### src/rtl/adc_link_pkg.sv
// adc_link_pkg: constants shared by the ADC serial link transmitter and the
// receiver-side bench. Holds the FSM state encodings, the test-pattern
// select encodings and the default frame geometry / pattern words.
package adc_link_pkg;

    // Frame geometry and fixed pattern words
    localparam int          ADC_BITS      = 12;
    localparam int          ADC_NCH       = 8;
    localparam int          ADC_SYNC_FRMS = 16;
    localparam logic [11:0] ADC_SYNC_WORD = 12'hFC0;
    localparam logic [11:0] ADC_MIDSCALE  = 12'h800;

    // Transmit FSM states (plain constants for legacy tool flows)
    localparam logic [1:0] ST_IDLE = 2'd0;
    localparam logic [1:0] ST_SYNC = 2'd1;
    localparam logic [1:0] ST_RUN  = 2'd2;

    // pttn_sel encodings
    localparam logic [1:0] PTTN_NORMAL = 2'b00;
    localparam logic [1:0] PTTN_RAMP   = 2'b01;
    localparam logic [1:0] PTTN_MID    = 2'b10;
    localparam logic [1:0] PTTN_SYNC   = 2'b11;

endpackage

### src/rtl/adc_lane_ser.sv
// adc_lane_ser: one serial lane of the ADC link transmitter. A BITS-wide
// register that loads a whole sample in parallel at a frame boundary and
// then shifts it out MSB first, one bit per clk. The output bit is the
// register MSB, so the lane output is registered.
module adc_lane_ser #(
    parameter int BITS = 12
) (
    input  logic            clk,
    input  logic            rstb,
    input  logic            load,
    input  logic            clear,
    input  logic [BITS-1:0] din,
    output logic            sdo
);

    logic [BITS-1:0] sreg;

    // Parallel load at the boundary, forced zero while idle, else shift left
    always_ff @(posedge clk or negedge rstb) begin
        // NOTE: sequential state uses non-blocking assignments so every
        // register samples the pre-edge values of its neighbours.
        if (!rstb) begin
            sreg <= '0;
        end else if (load) begin
            sreg <= din;
        end else if (clear) begin
            sreg <= '0;
        end else begin
            sreg <= {sreg[BITS-2:0], 1'b0};
        end
    end

    assign sdo = sreg[BITS-1];

endmodule

### src/rtl/adc_link_tx.sv
// adc_link_tx: transmit end of the 8-lane, 12-bit serial LVDS ADC link.
// Accepts parallel sample words over valid/ready, sends a SYNC preamble
// after enable, then serializes one word per frame MSB first on every lane
// together with the frame clock fco.
//
// Optional build macro: ADC_TX_TESTPAT_EN compiles in the ramp, midscale
// and sync-word test patterns. Without it pttn_sel is ignored (treated as
// normal data) and the ramp counter does not exist.
module adc_link_tx
    import adc_link_pkg::*;
#(
    parameter int              NCH         = ADC_NCH,
    parameter int              BITS        = ADC_BITS,
    parameter int              SYNC_FRAMES = ADC_SYNC_FRMS,
    parameter logic [BITS-1:0] SYNC_WORD   = ADC_SYNC_WORD,
    parameter logic [BITS-1:0] MIDSCALE    = ADC_MIDSCALE
) (
    input  logic                clk,
    input  logic                rstb,
    input  logic                enable,
    input  logic [1:0]          pttn_sel,
    input  logic [NCH*BITS-1:0] s_data,
    input  logic                s_valid,
    output logic                s_ready,
    output logic                fco,
    output logic [NCH-1:0]      dch,
    output logic                frame_start,
    output logic                tx_run,
    output logic [15:0]         underflow_cnt
);

    localparam int            CW       = $clog2(BITS);
    localparam int            SW       = $clog2(SYNC_FRAMES + 1);
    localparam logic [CW-1:0] LAST_BIT = CW'(BITS - 1);
    localparam logic [SW-1:0] LAST_SYN = SW'(SYNC_FRAMES - 1);

    logic [1:0]          state;
    logic [CW-1:0]       bit_cnt;
    logic [SW-1:0]       sync_cnt;
    logic [NCH*BITS-1:0] last_word;
    logic [NCH*BITS-1:0] run_word;
    logic [NCH*BITS-1:0] next_word;
    logic [1:0]          sel_eff;

    logic at_end;     // last bit of a frame is on the wire (SYNC/RUN)
    logic go_sync;    // IDLE exit cycle, also a frame boundary
    logic stop;       // frame ends and enable is low: return to IDLE
    logic sync_last;  // current frame is the final preamble frame
    logic to_run;     // boundary that moves SYNC into RUN
    logic run_load;   // boundary inside RUN that continues transmitting
    logic load;       // any boundary that starts a new frame
    logic clear;      // lanes forced to zero
    logic accept;     // handshake completes this cycle

    // ------------------------------------------------------------------
    // Frame boundary decode
    // ------------------------------------------------------------------
    assign at_end    = (state != ST_IDLE) && (bit_cnt == LAST_BIT);
    assign go_sync   = (state == ST_IDLE) && enable;
    assign stop      = at_end && !enable;
    assign sync_last = (state == ST_SYNC) && (sync_cnt == LAST_SYN);
    assign to_run    = at_end && enable && sync_last;
    assign run_load  = at_end && enable && (state == ST_RUN);
    assign load      = go_sync || (at_end && enable);
    assign clear     = !load && ((state == ST_IDLE) || stop);

    assign tx_run  = (state == ST_RUN);
    assign s_ready = tx_run && enable && (sel_eff == PTTN_NORMAL)
                     && (bit_cnt == LAST_BIT);
    assign accept  = s_valid && s_ready;

    // ------------------------------------------------------------------
    // Pattern selection
    // ------------------------------------------------------------------
`ifdef ADC_TX_TESTPAT_EN
    logic [BITS-1:0] ramp;

    assign sel_eff = pttn_sel;

    // Ramp restarts at 0 on entry to RUN and advances once per RUN frame
    always_ff @(posedge clk or negedge rstb) begin
        if (!rstb) begin
            ramp <= '0;
        end else if (to_run || run_load) begin
            ramp <= ramp + 1'b1;
        end else if (state != ST_RUN) begin
            ramp <= '0;
        end
    end
`else
    logic unused_cfg;

    assign sel_eff    = PTTN_NORMAL;
    assign unused_cfg = ^{pttn_sel, MIDSCALE};
`endif

    // Word for the next RUN frame; normal mode repeats the last word when
    // no fresh data is handed over (including the first RUN frame, which
    // is chosen while still in SYNC and so has no handshake slot)
    always_comb begin
        // NOTE: default assignment first so no path leaves run_word
        // unassigned and infers a latch.
        run_word = last_word;
        case (sel_eff)
            PTTN_NORMAL: if (accept) run_word = s_data;
`ifdef ADC_TX_TESTPAT_EN
            PTTN_RAMP:   run_word = {NCH{ramp}};
            PTTN_MID:    run_word = {NCH{MIDSCALE}};
            PTTN_SYNC:   run_word = {NCH{SYNC_WORD}};
`endif
            default:     run_word = last_word;
        endcase
    end

    // Preamble frames carry the sync word; everything after is a RUN word
    assign next_word = (go_sync || ((state == ST_SYNC) && !sync_last))
                       ? {NCH{SYNC_WORD}} : run_word;

    // ------------------------------------------------------------------
    // FSM and counters
    // ------------------------------------------------------------------

    // State transitions only at frame boundaries, so frames never truncate
    always_ff @(posedge clk or negedge rstb) begin
        if (!rstb) begin
            state <= ST_IDLE;
        end else begin
            case (state)
                ST_IDLE: if (enable) state <= ST_SYNC;
                ST_SYNC: begin
                    if (at_end) begin
                        if (!enable)        state <= ST_IDLE;
                        else if (sync_last) state <= ST_RUN;
                    end
                end
                ST_RUN:  if (stop) state <= ST_IDLE;
                default: state <= ST_IDLE;
            endcase
        end
    end

    // Bit counter indexes the bit currently on dch; held at 0 while idle
    always_ff @(posedge clk or negedge rstb) begin
        if (!rstb) begin
            bit_cnt <= '0;
        end else if ((state == ST_IDLE) || at_end) begin
            bit_cnt <= '0;
        end else begin
            bit_cnt <= bit_cnt + 1'b1;
        end
    end

    // Preamble frame counter, restarted on every IDLE exit
    always_ff @(posedge clk or negedge rstb) begin
        if (!rstb) begin
            sync_cnt <= '0;
        end else if (go_sync) begin
            sync_cnt <= '0;
        end else if ((state == ST_SYNC) && at_end && enable && !sync_last) begin
            sync_cnt <= sync_cnt + 1'b1;
        end
    end

    // Frame clock high for the first half of the frame, pulse on the MSB
    always_ff @(posedge clk or negedge rstb) begin
        if (!rstb) begin
            fco         <= 1'b0;
            frame_start <= 1'b0;
        end else if (load) begin
            fco         <= 1'b1;
            frame_start <= 1'b1;
        end else begin
            frame_start <= 1'b0;
            if ((state == ST_IDLE) || at_end) begin
                fco <= 1'b0;
            end else begin
                fco <= (int'(bit_cnt) + 1 < BITS / 2);
            end
        end
    end

    // Last accepted word and saturating underflow count
    always_ff @(posedge clk or negedge rstb) begin
        // NOTE: last_word is a plain register that must read 0 after reset
        // (it is resent on underflow), so it is reset like any other state.
        if (!rstb) begin
            last_word     <= '0;
            underflow_cnt <= '0;
        end else begin
            if (accept) begin
                last_word <= s_data;
            end
            if (run_load && (sel_eff == PTTN_NORMAL) && !s_valid
                && (underflow_cnt != 16'hFFFF)) begin
                underflow_cnt <= underflow_cnt + 1'b1;
            end
        end
    end

    // ------------------------------------------------------------------
    // Per-lane serializers
    // ------------------------------------------------------------------
    for (genvar k = 0; k < NCH; k++) begin : g_lane
        adc_lane_ser #(
            .BITS (BITS)
        ) u_lane (
            .clk   (clk),
            .rstb  (rstb),
            .load  (load),
            .clear (clear),
            .din   (next_word[k*BITS +: BITS]),
            .sdo   (dch[k])
        );
    end

endmodule

### config.mk
export PLATFORM = sky130hd
export DESIGN_NAME = adc_link_tx
export DESIGN_NICKNAME = d
export VERILOG_FILES = /design/src/rtl/adc_link_pkg.sv /design/src/rtl/adc_lane_ser.sv /design/src/rtl/adc_link_tx.sv
export SDC_FILE = /design/constraint.sdc
export NUM_CORES = 1
export LEC_CHECK = 0
export ABC_AREA = 1
export CORE_MARGIN = 2
export CORE_UTILIZATION = 50
export DETAILED_ROUTE_END_ITERATION = 10
export GPL_ROUTABILITY_DRIVEN = 0
export GPL_TIMING_DRIVEN = 0
export HOLD_SLACK_MARGIN = 0.08
export PLACE_DENSITY = 0.75
export RECOVER_POWER = 100
export SYNTH_ARGS = -nofsm -noshare
export SYNTH_HDL_FRONTEND = slang
export SYNTH_HIERARCHICAL = 1
export SYNTH_SLANG_ARGS = --single-unit
### constraint.sdc
create_clock -name clk -period 2.57 [get_ports clk]
set_clock_uncertainty 0.05 [all_clocks]
set_input_delay 0.771 -clock clk [delete_from_list [all_inputs] [get_ports clk]]
set_output_delay 0.771 -clock clk [all_outputs]
set_load 0.01 [all_outputs]
==> flow_metrics.env <==
export IMPL_cts_buffers_inserted=24
export IMPL_power_per_cell_area_nw_per_um2=924
export IMPL_whs_ns=0.387
export IMPL_end_kind="output pin"
export IMPL_ys_async_sr_fraction_pct=100
export IMPL_clkTransAtPathRegs_ns=0.06
export IMPL_globalRouteTotalUtil_pct=21.9
export IMPL_worst_r2r_dst="g_lane[6].u_lane/sreg[7]"
export IMPL_floorplan_core_area_um2=19400
export IMPL_hp_start="g_lane[3].u_lane/sreg[7]"
export IMPL_final_cells=1636
export IMPL_outcome="finished clean"
export IMPL_layout_area_overhead_vs_synth_pct=25.1
export IMPL_finalSetupViolations=0
export IMPL_post_synth_top_area_fraction_pct=56.2
export IMPL_slew_headroom_pct=2.48
export IMPL_initial_utilization_pct=50.7
export IMPL_max_cap_viol_count=0
export IMPL_arrival_worst_endpoint_ns=1.67
export IMPL_clockBufferDepth=3
export IMPL_dpl_hpwl_um=14800
export IMPL_final_min_period_over_clock_period_pct=96.8
export IMPL_route_final_wire_length_um=22200
export IMPL_remaining_drc_errors=0
export IMPL_tightestPinTransition_ns=1.46
export IMPL_ctsRootBufferMaster="sky130_fd_sc_hd__clkbuf_16"
export IMPL_crit_path_start_kind="flip-flop"
export IMPL_post_route_util_pct=63.5
export IMPL_path_class="reg2out"
export IMPL_clock_latency_ns=0.52
export IMPL_final_layout_size_suffix_gt1_share_pct=7.22
export IMPL_timing_hold_worst_class="reg2reg"
export IMPL_final_antenna_net_count=0
export IMPL_netlist_cell_type_count=24
export IMPL_drt_wirelength_per_cell_um=13.6
export IMPL_drt_first_pass_iters=5
export IMPL_postSynthNetCount=1302
export IMPL_vias=7806
export IMPL_timing_critical_path_slowest_stage_cell="sky130_fd_sc_hd__dfrtp_1"
export IMPL_final_hold_viol_count=0
export IMPL_io_buffer_count=127
export IMPL_final_net_count=1459
export IMPL_final_period_minus_worst_setup_slack_ns=2.49
export IMPL_cp_common_cell="sky130_fd_sc_hd__nand2_1"
export IMPL_worst_path_largest_cell_delay_ns=0.39
export IMPL_drtIter0Drc=528
export IMPL_post_synth_inst_count=1196
export IMPL_rsz0062_at_grt="false"
export IMPL_place_detailed_instances=1589
export IMPL_timing_critical_path_from="bit_cnt[1]"
export IMPL_placed_cell_area_um2=11500
export IMPL_yosys_register_bits=221
export IMPL_synthDominantAreaCellType="sky130_fd_sc_hd__dfrtp_1"
export IMPL_sink_count_of_the_clock_tree=221
export IMPL_worstReg2RegStart="bit_cnt[1]"
export IMPL_grt_pass1_wl_um=36600
export IMPL_slew_violations=0
export IMPL_irDropWorstVdd_mv=0.442
export IMPL_reg2regPathDepth=9
export IMPL_die_area_um2=20800
export IMPL_synthFlopType="sky130_fd_sc_hd__dfrtp_1"
export IMPL_vias_per_cell=4.77
export IMPL_synth_most_common_cell="sky130_fd_sc_hd__nand2_1"
export IMPL_io_pins=130
export IMPL_yosysWarningCount=6
export IMPL_whs_path_depth=2
export IMPL_reg2reg_setup_slack_ns=0.14
export IMPL_synthesis_area_um2=9840
export IMPL_globalRoute_totalOverflow=0
export IMPL_worst_path_max_fanout=4
export IMPL_cp_data_required_time_ns=1.75
export IMPL_row_count=51
export IMPL_htree_levels=1
export IMPL_final_design_area_no_fill_um2=12300
export IMPL_cts_tree="done"
export IMPL_cts_hold_buf=0
export IMPL_antenna_diode_count=0
export IMPL_synth_commonest_cells="449 x sky130_fd_sc_hd__nand2_1, 221 x sky130_fd_sc_hd__dfrtp_1, 177 x sky130_fd_sc_hd__inv_1"
export IMPL_initial_antenna_violation_count=0
export IMPL_leakage_power_figure_nw=6.32
export IMPL_final_fill_count=1685
export IMPL_number_of_enable_flip_flop_cells_after_synthesis=0
export IMPL_clock_fmax_mhz=402
export IMPL_fin_setup_tns_ns=0
export IMPL_min_delay_worst_endpoint="g_lane[3].u_lane/sreg[8]"
export IMPL_timing_critical_path_cells="ha_4 > nand2_1 > nor2_4 > nand2_1 > inv_1 > dlygate4sd2_1"
export IMPL_grt_pass1_vias=7514
export IMPL_floorplan_die_height_um=144
export IMPL_grt_max_degree=117
export IMPL_syn_area_per_cell_um2=8.23
export IMPL_synth_top_cells_by_area="sky130_fd_sc_hd__dfrtp_1 56%, sky130_fd_sc_hd__nand2_1 17%, sky130_fd_sc_hd__inv_1 6.7%"
export IMPL_fraction_of_the_yosys_area_taken_by_sequential_cells_pct=56.2
export IMPL_chip_width_um=144
==> through the flow <==
step | setup slack [ns] | total power, mW
after detailed placement | -0.484 | 7.74
final | 0.0812 | 11.4
after global placement | -8.78 | 7.67
after floorplan | 0.371 | 6.71
after CTS | 0.0210 | 11.6
after global routing | 0.00164 | 12.1
==> per-layer routing <==
metal / vias up / wire, um / track usage (%)
met1: 3635 / 10500 / 32.1
li1: 3975 / - / -
met3: 32 / 927 / 2.95
met4: 0 / 364 / 5.37
met5: - / 0 / 0
met2: 164 / 10500 / 34.8
==> worst max-delay path by stage <==
stage	cells past startpoint	slack, ns	end
floorplan	8	0.37	g_lane[0].u_lane/sreg[6]
global placement	1	-8.78	g_lane[6].u_lane/sreg[11]
detailed placement	6	-0.48	s_ready
CTS	10	0.02	g_lane[6].u_lane/sreg[5]
global route	9	0.002	g_lane[6].u_lane/sreg[5]
finish	6	0.08	s_ready
==> report_power, final <==
part / switching, mW / internal (mW) / total (mW)
Clock: 1.37 / 2.38 / 3.75
Sequential: 0.222 / 4.18 / 4.40
Combinational: 1.96 / 1.27 / 3.23
==> layout by cell type (no fill, tap or decap), types with 3 or more instances in the layout <==
cell	count
sky130_fd_sc_hd__ha_1	3
sky130_fd_sc_hd__o21ai_1	16
sky130_fd_sc_hd__clkbuf_1	26
sky130_fd_sc_hd__nor2_2	10
sky130_fd_sc_hd__nand2_1	448
sky130_fd_sc_hd__dfrtp_1	221
sky130_fd_sc_hd__nand3b_1	3
sky130_fd_sc_hd__bufinv_16	4
sky130_fd_sc_hd__o21ai_0	95
sky130_fd_sc_hd__clkbuf_16	25
sky130_fd_sc_hd__buf_4	12
sky130_fd_sc_hd__nor2_4	3
sky130_fd_sc_hd__xor2_1	8
sky130_fd_sc_hd__clkdlybuf4s50_1	98
sky130_fd_sc_hd__nand3_1	18
sky130_fd_sc_hd__nor2_1	74
sky130_fd_sc_hd__dlygate4sd3_1	26
sky130_fd_sc_hd__clkbuf_8	7
sky130_fd_sc_hd__a21oi_1	3
sky130_fd_sc_hd__nand4_1	6
sky130_fd_sc_hd__buf_6	3
sky130_fd_sc_hd__o211ai_1	49
sky130_fd_sc_hd__buf_2	20
sky130_fd_sc_hd__inv_1	177
==> layout make-up <==
type                       count  area, um2  share of cell area (%)
timing repair buffer         131       1300                    10.6
multi-input combinational    742       3320                    26.9
sequential                   221       5530                    44.9
clock inverter                 6        130                    1.06
clock buffer                  38        744                    6.05
buffer                        54        289                    2.35
inverter                     179        672                    5.46
tap                          265        332                    2.69
==> worst max-delay path, delay by kind of cell, from the launching register on <==
| family | cells | cell delay, ns |
|---|---|---|
| DFF | 1 | 0.39 |
| buffers and inverters | 2 | 0.30 |
| and+or+nand+nor | 3 | 0.30 |
| adders and majority gates | 1 | 0.17 |
==> cell families (layout without fill, tap and decap cells) <==
group / Yosys count / count (layout) / share of synthesized area, %
flip-flops: 221 / 221 / 56.2
adder cells (fa/ha/maj): 4 / 4 / 0.508
AND/OR/NAND/NOR: 565 / 565 / 22.6
buffers and inverters: 233 / 408 / 10.3
XOR/XNOR: 8 / 8 / 0.712
AO/OA/AOI/OAI: 165 / 165 / 9.71
==> repair_timing <==
item | CTS | global route
resized for setup | 5 | 3
pin swaps | 2 | 0
buffers inserted | 3 | 0
endpoints found under the setup margin | 2 | 81
==> registers in the layout, indices dropped and copies added, names as in the netlist <==
register            count
underflow_cnt          16
g_lane.u_lane/sreg     96
state                   2
sync_cnt                5
fco                     1
last_word              96
bit_cnt                 4
frame_start             1
Note: power is estimated with default switching activity, not from simulation.
